### config.mk
export PLATFORM = sky130hd
export DESIGN_NAME = rvx_core_prefetch_buffer
export DESIGN_NICKNAME = d
export VERILOG_FILES = /design/src/rtl/rvx_core_prefetch_buffer.sv
export SDC_FILE = /design/constraint.sdc
export NUM_CORES = 1
export LEC_CHECK = 0
export ABC_AREA = 1
export BUFFER_PORTS_ARGS = -buffer_cell sky130_fd_sc_hd__clkbuf_2
export CAP_MARGIN = 10
export CORE_ASPECT_RATIO = 0.8
export CORE_UTILIZATION = 59
export DETAILED_ROUTE_END_ITERATION = 8
export PLACE_DENSITY = 0.8
export SYNTH_ARGS = -nofsm -noshare
export SYNTH_HDL_FRONTEND = slang
export SYNTH_SLANG_ARGS = --single-unit
### constraint.sdc
create_clock -name clock -period 2.8 [get_ports clock]
set_input_delay 0.14 -clock clock [delete_from_list [all_inputs] [get_ports clock]]
set_output_delay 0.14 -clock clock [all_outputs]
set_load 0.01 [all_outputs]
### src/rtl/rvx_core_prefetch_buffer.sv
// Instruction prefetch buffer: DEPTH-entry FIFO of {pc, instruction} pairs feeding decode.
// Optional macro RVX_PREFETCH_BYPASS_EN forwards a response straight to decode when the FIFO is empty.
module rvx_core_prefetch_buffer #(
    parameter logic [31:0] BOOT_ADDRESS = 32'h00000000,
    parameter int          DEPTH        = 4
) (
    input  logic        clock,
    input  logic        reset_n,
    input  logic [31:0] ibus_rdata,
    input  logic        ibus_rresponse,
    output logic [31:0] ibus_address,
    output logic        ibus_rrequest,
    input  logic        redirect_s1,
    input  logic [31:0] redirect_address_s1,
    input  logic        instruction_ready_s1,
    output logic        instruction_valid_s1,
    output logic [31:0] instruction_s1,
    output logic [31:0] program_counter_s1
);

    localparam int PTR_W = $clog2(DEPTH);
    localparam int CNT_W = PTR_W + 1;
    localparam logic [CNT_W-1:0] DEPTH_C = CNT_W'(DEPTH);
    localparam logic [31:0] NOP = 32'h00000013;

    typedef enum logic [1:0] {
        IDLE    = 2'd0,
        REQUEST = 2'd1,
        DISCARD = 2'd2
    } state_t;

    state_t           state;
    logic [31:0]      fetch_pc;
    logic [31:0]      discard_address;
    logic [CNT_W-1:0] count;
    logic [CNT_W-1:0] next_count;
    logic [PTR_W-1:0] rd_ptr;
    logic [PTR_W-1:0] wr_ptr;
    logic [31:0]      pc_mem    [DEPTH];
    logic [31:0]      instr_mem [DEPTH];

    logic push;
    logic pop;
    logic bypass_take;
    logic write_en;
    logic read_adv;
    logic unused_redirect_bits;

    assign unused_redirect_bits = ^redirect_address_s1[1:0];

    assign ibus_rrequest = (state == REQUEST) || (state == DISCARD);
    assign ibus_address  = (state == DISCARD) ? discard_address : {fetch_pc[31:2], 2'b00};

    assign push = (state == REQUEST) && ibus_rresponse && !redirect_s1;

    // Decode handshake: an entry transfers on a cycle where valid and ready are both high;
    // valid never depends on ready, and a redirect cancels any transfer in that cycle.
`ifdef RVX_PREFETCH_BYPASS_EN
    logic bypass_hit;
    assign bypass_hit           = (count == '0) && push;
    assign instruction_valid_s1 = (count != '0) || bypass_hit;
    assign instruction_s1       = bypass_hit ? ibus_rdata : instr_mem[rd_ptr];
    assign program_counter_s1   = bypass_hit ? {fetch_pc[31:2], 2'b00} : pc_mem[rd_ptr];
    assign bypass_take          = bypass_hit && instruction_ready_s1;
`else
    assign instruction_valid_s1 = (count != '0);
    assign instruction_s1       = instr_mem[rd_ptr];
    assign program_counter_s1   = pc_mem[rd_ptr];
    assign bypass_take          = 1'b0;
`endif

    assign pop = instruction_valid_s1 && instruction_ready_s1 && !redirect_s1;

    // A consumed bypass is a push and pop of the same word, so storage and pointers stay put.
    assign write_en = push && !bypass_take;
    assign read_adv = pop && !bypass_take;

    assign next_count = count + {{(CNT_W-1){1'b0}}, push} - {{(CNT_W-1){1'b0}}, pop};

    always_ff @(posedge clock or negedge reset_n) begin
        if (!reset_n) begin
            state           <= IDLE;
            fetch_pc        <= BOOT_ADDRESS;
            discard_address <= BOOT_ADDRESS;
            count           <= '0;
            rd_ptr          <= '0;
            wr_ptr          <= '0;
        end else if (redirect_s1) begin
            count    <= '0;
            rd_ptr   <= '0;
            wr_ptr   <= '0;
            fetch_pc <= {redirect_address_s1[31:2], 2'b00};
            case (state)
                IDLE: state <= REQUEST;
                REQUEST: begin
                    if (ibus_rresponse) begin
                        state <= REQUEST;
                    end else begin
                        // Keep the bus request stable until its response drains.
                        discard_address <= {fetch_pc[31:2], 2'b00};
                        state           <= DISCARD;
                    end
                end
                DISCARD: state <= ibus_rresponse ? REQUEST : DISCARD;
                default: state <= IDLE;
            endcase
        end else begin
            count <= next_count;
            if (write_en) wr_ptr <= wr_ptr + 1'b1;
            if (read_adv) rd_ptr <= rd_ptr + 1'b1;
            case (state)
                IDLE: begin
                    if (count < DEPTH_C) state <= REQUEST;
                end
                REQUEST: begin
                    if (push) begin
                        fetch_pc <= fetch_pc + 32'd4;
                        if (next_count >= DEPTH_C) state <= IDLE;
                    end
                end
                DISCARD: begin
                    if (ibus_rresponse) state <= REQUEST;
                end
                default: state <= IDLE;
            endcase
        end
    end

    always_ff @(posedge clock or negedge reset_n) begin
        if (!reset_n) begin
            for (int i = 0; i < DEPTH; i++) begin
                pc_mem[i]    <= BOOT_ADDRESS;
                instr_mem[i] <= NOP;
            end
        end else if (write_en) begin
            pc_mem[wr_ptr]    <= {fetch_pc[31:2], 2'b00};
            instr_mem[wr_ptr] <= ibus_rdata;
        end
    end

endmodule

* After elaboration in Yosys (flattened, before gate mapping)
Cells that the tools add are included.
Operators by class: add/sub/neg operators 5, $lt $le $gt $ge 5, equality and inequality tests 6, mux-type cells 27, bitwise logic cells 3, reduce and logical (&&, ||, !) cells 16
Operators with widths (number):
- two-way mux 32 bit | 9
- bitwise mux 128 bit | 2
- binary-select mux 32 bit (select 2 bit) | 2
- demux 32 bit (select 2 bit) | 1
- adder 32 x 3 -> 32 bit, second input constant | 1
- two-way mux 2 bit | 10
- >= comparator 3 bit, second input constant | 3
- inequality test 3 bit, second input constant | 3
- NOT 2 -> 3 bit | 2
- one-hot mux 2 bit (3 select lines) | 1
- nonzero test 2 bit | 3
- logical AND 1 bit | 5
- adder 2 x 1 -> 2 bit, second input constant | 2
- one-hot mux 2 bit (2 select lines) | 1
- AND reduction 4 bit | 1
- adder 3 x 1 -> 3 bit | 1
- < comparator 3 x 1 -> 1 bit, second input constant | 1
- < comparator 3 bit, second input constant | 1
- two-way mux 3 bit | 1
- inequality test 3 x 2 -> 1 bit, second input constant | 1
- AND reduction 3 bit | 1
- nonzero test 3 bit | 1
- subtractor 3 x 1 -> 3 bit | 1
- equality test 2 x 1 -> 1 bit, second input constant | 1
- other kinds (7) | 7
Storage, ports and cells: register bits after elaboration 327, input port bits 69, output and inout bits 98, logic and storage cells 76

* Longest topological paths before layout
Gate-level depths: netlist (run 1).
depth in word-level cells 10, depth in mapped cells 17, gate-level depth less buffers 17

* Worst setup path before layout (run 1)
No wires, ideal clock.
path type register -> register, start point reg state[1], end point reg state[1], library setup time 0.117 ns, data arrival time 2.326 ns, required time 2.683 ns, setup slack 0.357 ns, cell stages (with the launch flop) 18, buffers on the path 0, clock period less this slack 2.443 ns, cell sequence dfrtp_1 inv_1 ha_1 nand2_2 inv_2 nand2_4 ha_1 inv_1 ha_1 inv_1 fa_1 xor2_1 nand2_1 nand2_1 nand3_1 nand3_1 nand2_1 nand2_1
Between the ends: word-level cells in the longest chain between the ends 8, elaborated cells between the ends (all ways) 17, classes of those cells 2 x add/sub; 1 x order compare; 6 x eq/ne; 3 x mux; 5 x reduce/logical
RTL lines:
- start: declaration | line 32 | state_t state;
- start signal: assignment | line 104 | DISCARD: state <= ibus_rresponse ? REQUEST : DISCARD;
- equality test 2 x 1 -> 1 bit | line 54, 93, 111
- logical AND 1 bit (2 in a row) | line 54 | assign push = (state == REQUEST) && ibus_rresponse && !redirect_s1;
- adder 3 x 1 -> 3 bit | line 78 | assign next_count = count + {{(CNT_W-1){1'b0}}, push} - {{(CNT_W-1){1'b0}}, pop};
- subtractor 3 x 1 -> 3 bit | line 78
- >= comparator 3 bit | line 118 | if (next_count >= DEPTH_C) state <= IDLE;
- inequality test 3 x 2 -> 1 bit (no line)
- AND reduction 4 bit (no line)
Parallel ways exist; a longest one is shown, timed or not. A chain may end at the register's enable or synchronous reset.

* Worst setup path in the final report (run 1)
Same ends and word-level chain as after synthesis.

==> metrics.yaml, run 1 <==
final_area_um2: 17300
min_period_ns: 2.60
routed_wl_um: 38300
seqPwrFrac_pct: 40.4
fin_cells: 2280
path_max_fanout: 4
cp_slowest_stage_delay_ns: 0.42
dp_cells: 2156
coreArea_um2: 24400
synth.area.top_cells: "dfrtp_1 52%, nand2_1 12%, o21ai_1 8.0%"
cp_data_arrival_time_ns: 3.05
antenna_found_initial: 0
tightest_slew_ns: 0.749
power.density_nw_per_um2: 983
vias_per_cell: 5.70
grt_pass1_vias: 12200
die_h_um: 143
num_io_pins: 167
synth_area_leader_cell: "dfrtp_1"
rsz0062_at_grt: "false"
finalSetupViolations: 0
vias: 13000
cp_slowest_cell: "dfrtp_1"
synth-edff-count: 0
fin_nets: 2019
maxSlewViolCount: 0
yosysTopAreaCellShare_pct: 51.7
path_class: "reg2reg"
p_sw_share_pct: 36.8
setup_ws_ns: 0.195
synthCells: 1769
grt_use_total_pct: 30.5
dpl_cell_area_um2: 15600
die_area_um2: 25700
clock-sinks: 317
grt-ovfl-total: 0
ir_drop_mv: 0.781
grt_pass1_wl_um: 62300
synth_seq_cells: 317
ys_async_sr_fraction_pct: 100
cts_tree: "done"
drc_errors: 0
start_util_pct: 60.4
firstDrtPassIters: 7
cts_buffer_depth: 3
drv_cap: 0
fin_skew_ns: 0.0161
cts-buffers-inserted: 31
rows: 51
drt_iter0_markers: 1249
finalSetupTns_ns: 0
p_leak_nw: 8.39
clk_latency_ns: 0.55
port_buffers: 160
clkPwrFrac_pct: 25.2
hp-class: "in2reg"
wl_per_cell_um: 16.8
ys_seq_area_share_pct: 53.8
fin_crit_sh_pct: 93.0
avgSynthCellArea_um2: 8.34
holdWs_ns: 0.0461
p_sw_w: 0.00628
htreeDepth: 1
crit_path_frequent_cell: "nand2_1"
grt_max_degree: 126
drive_above_1_share_pct: 14.1
dpl.hpwl_um: 23000
path_clk_slew_ns: 0.06
final_antenna_net_count: 0
ys.flop_type: "dfrtp_1"
hold_viol: 0
area_growth_pct: 17.5
dp_slack_ns: 0.0946
gp_congestion: 0.977
fmax_mhz: 384
path_delay_family: "adder cells"
clockRootBuffer: "clkbuf_16"
cp-end-kind: "register"
num-fill-cells: 1860
fp.dieW_um: 179
status: "finished, final reports clean"
start_kind: "register"
synth_area_um2: 14800
crit_chain: "inv_2 -> ha_4 -> nand2_2 -> inv_2 -> nand2_4 -> ha_1 -> inv_1 -> ha_1 -> inv_1 -> fa_1 -> xor2_1 -> nand2_1 -> nand2_1 -> nand3_1 -> nand3_1 -> nand2_1 -> nand2_1"
intPower_w: 0.0108
cp_num_buf_inv: 4
yosysUniqueCellTypes: 37
crit_required_ns: 3.24
diodes: 0
relSlewSlack_pct: 50.1
pwr-share-comb_pct: 34.4
synth_warnings: 0
-- placed cells by master, fill, tap and decap left out, types with 8 or more instances in the layout --
cell	netlist	layout
inv_1	87	86
clkbuf_16	0	31
nand2_1	456	456
o21ai_0	211	211
dlygate4sd3_1	0	66
nand3_1	38	37
ha_1	11	9
nor2_1	171	171
o211ai_1	9	9
dfrtp_1	305	303
dfstp_2	12	12
o22ai_1	62	62
clkbuf_2	0	159
xor2_1	8	8
clkbuf_1	59	8
o21ai_1	237	237
buf_4	5	15
buf_12	0	10
-- synth_stat cells, drive strengths merged, types with 2 or more instances --
cell and instances:
clkinv 2, dfstp 12, xnor2 2, buf 59, nand3 40, ha 11
nand4 2, o21ai 452, inv 90, clkbuf 59, o22ai 62, dfrtp 305
nor2 178, nand2 463, a21oi 7, xor2 8, o211ai 9
-- stage by stage --
stage | power, W | utilization (%)
2_1_floorplan | 0.0105 | -
3_3_place_gp | 0.0124 | 63.8
4_1_cts | 0.0170 | 70.8
5_1_grt | 0.0182 | 71.0
3_5_place_dp | 0.0126 | 63.8
6_report | 0.0171 | 71.0
-- tightest hold or removal path, cell delays in order --
cell,delay [ns]
clkbuf_2,0.10
inv_2,0.13
nand2_1,0.09
a31oi_1,0.07
-- per-layer routing --
metal	share of wire, %	GRT usage, %	vias to the layer above
met5	0	0	-
met4	2.1	7.67	0
met3	8.3	5.50	63
met2	45	47.0	543
met1	45	44.7	6213
li1	-	-	6180
-- timing repair --
action,in CTS,in global routing
setup endpoints to repair,0,2
hold buffers,66,0
hold endpoints to repair,236,0
resized for setup,0,3
buffers inserted,0,0
-- area by class of cell --
type | count | area (um2) | area share [%]
clock buffer | 45 | 888 | 5.12
clock inverter | 12 | 165 | 0.952
inverter | 92 | 352 | 2.03
multi-input combinational | 1245 | 5800 | 33.5
sequential | 317 | 7950 | 45.9
tap | 318 | 398 | 2.29
timing repair buffer | 251 | 1780 | 10.3
-- sequential cells by signal (all words and copies together) (netlist names) --
name	count
state	2
instr_mem	128
pc_mem	120
discard_address	30
count	3
fetch_pc	30
wr_ptr	2
rd_ptr	2
-- power groups by stage --
stage                     Clock, W  Combinational (W)  Sequential [W]
final                      0.00429            0.00588         0.00689
after global routing       0.00455            0.00659         0.00705
after CTS                  0.00435            0.00583         0.00685
after detailed placement         0            0.00571         0.00691
after global placement           0            0.00554         0.00684
after floorplan                  0            0.00381         0.00668
-- cell families (layout without fill, tap and decap cells) --
kind of cell    after synthesis  in the layout  share of synthesized area, %
compound gates              535            535                          19.0
buf+inv                     210            400                          7.06
flops                       317            317                          53.8
other cells                   1              4                        0.0254
simple gates                684            684                          18.4
fa+ha+maj                    12             12                          1.07
xor+xnor                     10             10                         0.593
-- worst paths after layout --
path	slack [ns]	to	start	cells past startpoint
setup reg to reg	0.20	state[1]	state[1]	17
hold reg to reg	0.48	instr_mem[32]	instr_mem[32]	2
hold / removal	0.05	fetch_pc[3]	redirect_s1	4
setup / recovery	0.20	state[1]	state[1]	17
min in group asynchronous	0.14	state[1]	reset_n	2
max in group asynchronous	1.62	instr_mem[1]	reset_n	3
(Power assumes the default switching activity.)
==> run 2, diff against run 1 <==
CELL_PAD_IN_SITES_DETAIL_PLACEMENT = 1   (was default)
CELL_PAD_IN_SITES_GLOBAL_PLACEMENT = 2   (was default)
CORE_UTILIZATION = 35   (was 59)
HOLD_SLACK_MARGIN = 0.02   (was default)
PLACE_DENSITY = default   (was 0.8)
PLACE_DENSITY_LB_ADDON = 0.1   (was default)
==> run 2 against run 1 <==
Final cell count increased by 11%. Core utilization decreased by 27 points. Sequential share of layout area is 1.4 points lower. Flip-flop and latch count stayed put. Global-route usage shrank 8.3 points. Worst setup slack improved by 0.029 ns. Clock skew grew 0.0096 ns. Total power rose by 5.1%. Combinational power rose by 3%. Die area is 68% higher. Sequential power about the same. Routed wire length up 22%.
==> metrics.yaml, run 2 (synthesized netlist as in run 1, its figures left out) <==
status: "finished, final reports clean"  # unchanged
layout_commonest_cell: "nand2_1"  # unchanged
power.density_nw_per_um2: 1000  # was 983 nW/um2
num_io_pins: 167  # unchanged
maxSlewViolCount: 0  # unchanged
antenna_found_initial: 0  # unchanged
dp_cells: 2392  # was 2,156
hp-class: "in2reg"  # unchanged
coreArea_um2: 41100  # was 24,400 um2
htreeDepth: 2  # was 1
routed_wl_um: 46700  # was 38,300 um
worstHoldStart: "redirect_s1"  # unchanged
largest_register: "instr_mem"  # unchanged
vias_per_cell: 5.04  # was 5.70
grt_max_degree: 125  # was 126
p_leak_nw: 8.54  # was 8.39 nW
firstDrtPassIters: 4  # was 7
cp_data_arrival_time_ns: 2.44  # was 3.05 ns
gp_congestion: 0.799  # was 0.977
final_antenna_net_count: 0  # unchanged
top_regs: "instr_mem: 128 flops, pc_mem: 120 flops"  # unchanged
start_kind: "register"  # unchanged
crit_required_ns: 2.66  # was 3.24 ns
area.sequential_um2: 7950  # unchanged
drive_above_1_share_pct: 15.0  # was 14.1%
die_h_um: 186  # was 143 um
rrSetupSlack_ns: 0.24  # was 0.20 ns
ir_drop_mv: 0.538  # was 0.781 mV
min_to: "fetch_pc[3]"  # unchanged
grt_pass1_vias: 13100  # was 12,200
ff2ff_path_depth: 16  # was 17
rr_startpoint: "state[0]"  # was state[1]
path_max_fanout: 31  # was 4
finalSetupTns_ns: 0  # unchanged
power_w: 0.0179  # was 0.0171 W
r2r-end: "state[0]"  # was state[1]
wl_per_cell_um: 18.5  # was 16.8 um
rsz0062_at_grt: "false"  # unchanged
fin_crit_sh_pct: 92.0  # was 93.0%
final_cell_mix: "456 x nand2_1, 303 x dfrtp_1, 237 x o21ai_1"  # unchanged
min_period_ns: 2.58  # was 2.60 ns
finalSetupViolations: 0  # unchanged
grt-ovfl-total: 0  # unchanged
hold_viol: 0  # unchanged
cts-buffers-inserted: 37  # was 31
vias: 12700  # was 13,000
fp.dieW_um: 232  # was 179 um
drv_cap: 0  # unchanged
clock-sinks: 317  # unchanged
multi_input_area_um2: 5800  # unchanged
path_class: "reg2out"  # was reg2reg
largest_reg_flops: 128  # unchanged
fin_skew_ns: 0.0257  # was 0.0161 ns
drt_iter0_markers: 711  # was 1,249
fmax_mhz: 388  # was 384 MHz
grt_use_total_pct: 22.2  # was 30.5%
fin_cells: 2522  # was 2,280
path_clk_slew_ns: 0.07  # was 0.06 ns
area_growth_pct: 21.3  # was 17.5%
fin_nets: 2034  # was 2,019
rows: 66  # was 51
cp-end-kind: "output pin"  # was register
dpl.hpwl_um: 29300  # was 23,000 um
crit_path_start: "state[0]"  # was state[1]
grt_pass1_wl_um: 75100  # was 62,300 um
diodes: 0  # unchanged
drc_errors: 0  # unchanged
num-fill-cells: 4910  # was 1,860
tightest_slew_ns: 0.862  # was 0.749 ns
clk_latency_ns: 0.53  # was 0.55 ns
clockRootBuffer: "clkbuf_16"  # unchanged
relSlewSlack_pct: 42.6  # was 50.1%
post-route-util_pct: 43.5  # was 71.0%
die_area_um2: 43000  # was 25,700 um2
hold_path_depth: 3  # was 4
cts_buffer_depth: 3  # unchanged
cts_tree: "done"  # unchanged
port_buffers: 160  # unchanged
start_util_pct: 35.9  # was 60.4%
run 2: cell types whose count changed in the layout (fill, tap and decap cells not counted), sizes merged:
| cell | previous run | this run |
|---|---|---|
| clkbuf | 204 | 212 |
| clkinvlp | 2 | 0 |
| inv | 91 | 93 |
| buf | 26 | 36 |
| clkinv | 7 | 6 |
| dlygate4sd3 | 66 | 65 |
run 2: stage by stage:
stage          hold slack [ns]  worst slack (ns)  instance area, um2
4_1_cts                 0.0913             0.107               17900
2_1_floorplan           -0.156             0.357               14800
3_5_place_dp             0.176             0.114               16000
5_1_grt                  0.143           0.00404               17900
3_3_place_gp             0.175             0.156               16000
6_report                0.0946             0.225               17900
run 2: worst max-delay path, stage by stage (launching register included):
cell      delay (ns)
dfrtp_1         0.44
inv_1           0.12
ha_2            0.63
buf_4           0.34
nand2_1         0.06
o21ai_0         0.11
clkbuf_2        0.19
run 2: how the worst max path moves through the flow:
stage                            end  slack [ns]
global route                state[0]       0.004
floorplan                   state[1]        0.36
global placement            state[1]        0.16
finish              ibus_address[22]        0.22
CTS                         state[0]        0.11
detailed placement          state[0]        0.11
run 2: where the power goes:
part           switching, W  leakage [nW]  internal, W
Combinational       0.00384          3.78      0.00221
Clock               0.00195         0.619      0.00306
Sequential         0.000827          4.14      0.00604
Total               0.00662          8.54       0.0113
run 2: metal layers:
| layer | track usage, % | wire length (um) |
|---|---|---|
| met1 | 32.2 | 23400 |
| met5 | 0 | 0 |
| met3 | 2.76 | 1410 |
| met4 | 4.82 | 764 |
| met2 | 35.4 | 21200 |
run 2: area by class of cell:
type                       count  area share (%)
timing repair buffer         260            10.5
multi-input combinational   1245            32.4
tap                          544            3.80
sequential                   317            44.4
clock buffer                  53            6.06
inverter                      92            1.97
clock inverter                11           0.887
run 2: timing repair:
| item | in CTS | in global routing |
|---|---|---|
| endpoints found under the setup margin | 0 | 2 |
| endpoints found under the hold margin | 228 | 0 |
| hold buffers | 65 | 0 |
| buffers inserted | 0 | 1 |
| resized for setup | 0 | 3 |
==> run 3, diff against run 2 <==
CORE_ASPECT_RATIO = default   (was 0.8)
==> run 3 against run 2 <==
Total power increased by 2.1%. Final area increased by 0.85%. Critical endpoint is now state[0]. Die area about the same. First-iteration DRC count decreased by 9.3%.
==> metrics.yaml, run 3 (synthesized netlist as in run 1, its figures left out) <==
cts_tree: "done"  # unchanged
area_growth_pct: 22.3  # was 21.3%
crit_required_ns: 3.28  # was 2.66 ns
rr_startpoint: "state[1]"  # was state[0]
start_util_pct: 35.8  # was 35.9%
crit_path_start: "state[1]"  # was state[0]
die_area_um2: 43000  # about the same
drt_iter0_markers: 645  # was 711
fmax_mhz: 393  # was 388 MHz
num_io_pins: 167  # unchanged
hp-class: "in2async"  # was in2reg
largest_register: "instr_mem"  # unchanged
htreeDepth: 2  # unchanged
num-fill-cells: 4886  # was 4,910
cp_data_arrival_time_ns: 3.03  # was 2.44 ns
coreArea_um2: 41200  # was 41,100 um2
layout_commonest_cell: "nand2_1"  # unchanged
cp_slowest_stage_delay_ns: 0.42  # was 0.63 ns
cp-end-kind: "register"  # was output pin
fin_nets: 2036  # was 2,034
drv_cap: 0  # unchanged
rows: 74  # was 66
port_buffers: 160  # unchanged
clock-sinks: 317  # unchanged
p_leak_nw: 8.61  # was 8.54 nW
vias_per_cell: 5.05  # was 5.04
cp_slowest_cell: "dfrtp_1"  # was ha_2
die_h_um: 207  # was 186 um
finalSetupTns_ns: 0  # unchanged
fin_crit_sh_pct: 90.9  # was 92.0%
gr-max-usage-layer: "met2"  # unchanged
clockRootBuffer: "clkbuf_16"  # unchanged
grt-ovfl-total: 0  # unchanged
fp.dieW_um: 207  # was 232 um
start_kind: "register"  # unchanged
drive_above_1_share_pct: 15.1  # was 15.0%
final_antenna_net_count: 0  # unchanged
grt_max_degree: 125  # unchanged
largest_reg_flops: 128  # unchanged
status: "finished, final reports clean"  # unchanged
crit_chain: "inv_2 -> ha_4 -> nand2_2 -> inv_2 -> nand2_4 -> ha_1 -> inv_1 -> ha_1 -> inv_1 -> fa_1 -> xnor2_1 -> nand2_1 -> nand2_1 -> nand3_1 -> nand3_1 -> nand2_1 -> nand2_1"  # was inv_1 -> ha_2 -> buf_4 -> nand2_1 -> o21ai_0 -> clkbuf_2
dpl_cell_area_um2: 16000  # about the same
vias: 12700  # about the same
final_cell_mix: "456 x nand2_1, 303 x dfrtp_1, 237 x o21ai_1"  # unchanged
grtUsageMet1_pct: 30.1  # was 32.2%
grt_use_total_pct: 22.2  # about the same
hold_viol: 0  # unchanged
cts_buffer_depth: 3  # unchanged
path_max_fanout: 4  # was 31
path_clk_slew_ns: 0.06  # was 0.07 ns
finalSetupViolations: 0  # unchanged
firstDrtPassIters: 5  # was 4
top_regs: "instr_mem: 128 flops, pc_mem: 120 flops"  # unchanged
grt_pass1_vias: 13300  # was 13,100
min_period_ns: 2.54  # was 2.58 ns
relSlewSlack_pct: 46.9  # was 42.6%
routed_wl_um: 46700  # about the same
crit_path_frequent_cell: "nand2_1"
antenna_found_initial: 0  # unchanged
diodes: 0  # unchanged
grt_use_met3_pct: 3.18  # was 2.76%
power.density_nw_per_um2: 1010  # was 1000 nW/um2
drc_errors: 0  # unchanged
final_area_um2: 18100  # was 17,900 um2
dpl.hpwl_um: 29500  # was 29,300 um
path_class: "reg2reg"  # was reg2out
post_cts_buffers: 0  # unchanged
gp_congestion: 0.810  # was 0.799
cts-buffers-inserted: 39  # was 37
rsz0062_at_grt: "false"  # unchanged
clk_latency_ns: 0.55  # was 0.53 ns
wl_per_cell_um: 18.5  # about the same
tightest_slew_ns: 0.796  # was 0.862 ns
ir_drop_mv: 0.333  # was 0.538 mV
grt_pass1_wl_um: 76000  # was 75,100 um
met2_usage_pct: 37.5  # was 35.4%
fin_skew_ns: 0.0117  # was 0.0257 ns
maxSlewViolCount: 0  # unchanged
power_w: 0.0183  # was 0.0179 W
[run 3: worst max-delay path, delay by kind of cell, from the launching register on]
family        cells  cell delay (ns)
xor+xnor          1             0.19
fa+ha+maj         4             0.99
flops             1             0.42
buf+inv           4             0.29
simple gates      8             0.61
[run 3: final timing paths]
path | slack, ns | depth (start not counted) | end
worst max-delay path | 0.26 | 17 | state[0]
max in group asynchronous | 1.81 | 3 | fetch_pc[4]
min in group clock | 0.36 | 4 | fetch_pc[17]
worst min-delay path | 0.18 | 2 | instr_mem[6]
worst min register to register | 0.47 | 2 | instr_mem[32]
worst max register to register | 0.26 | 17 | state[0]
[run 3: cell type report]
type	instances	area, um2	share of cell area [%]
tap	532	666	3.69
clock inverter	10	168	0.928
clock buffer	62	1200	6.66
multi-input combinational	1245	5800	32.1
inverter	92	353	1.95
sequential	317	7950	44.0
timing repair buffer	260	1910	10.6
[run 3: power breakdown]
group          leakage (nW)  total, W  internal (W)  switching [W]
logic                  3.79   0.00606       0.00224        0.00382
registers              4.14   0.00690       0.00604       0.000863
clock network         0.671   0.00533       0.00332        0.00201
total                  8.61    0.0183        0.0116        0.00669
[run 3: through the flow]
stage | hold slack, ns | worst slack (ns) | std cells | utilization [%]
final | 0.181 | 0.256 | 2518 | 43.8
after floorplan | -0.156 | 0.357 | 1772 | -
after global placement | 0.189 | 0.242 | 2380 | 38.9
after CTS | 0.194 | 0.133 | 2518 | 43.8
after global routing | 0.214 | 0.0481 | 2518 | 43.8
after detailed placement | 0.183 | 0.145 | 2380 | 38.9
[run 3: per-layer routing]
layer	wire (um)	vias to the layer above
met3	1300	49
li1	-	6221
met5	0	-
met1	22100	6247
met2	22600	191
met4	694	0
[run 3: repair_timing]
| action | in CTS | in global routing |
|---|---|---|
| endpoints found under the hold margin | 228 | 0 |
| hold buffers | 66 | 0 |
| resized for setup | 0 | 3 |
| endpoints found under the setup margin | 0 | 2 |
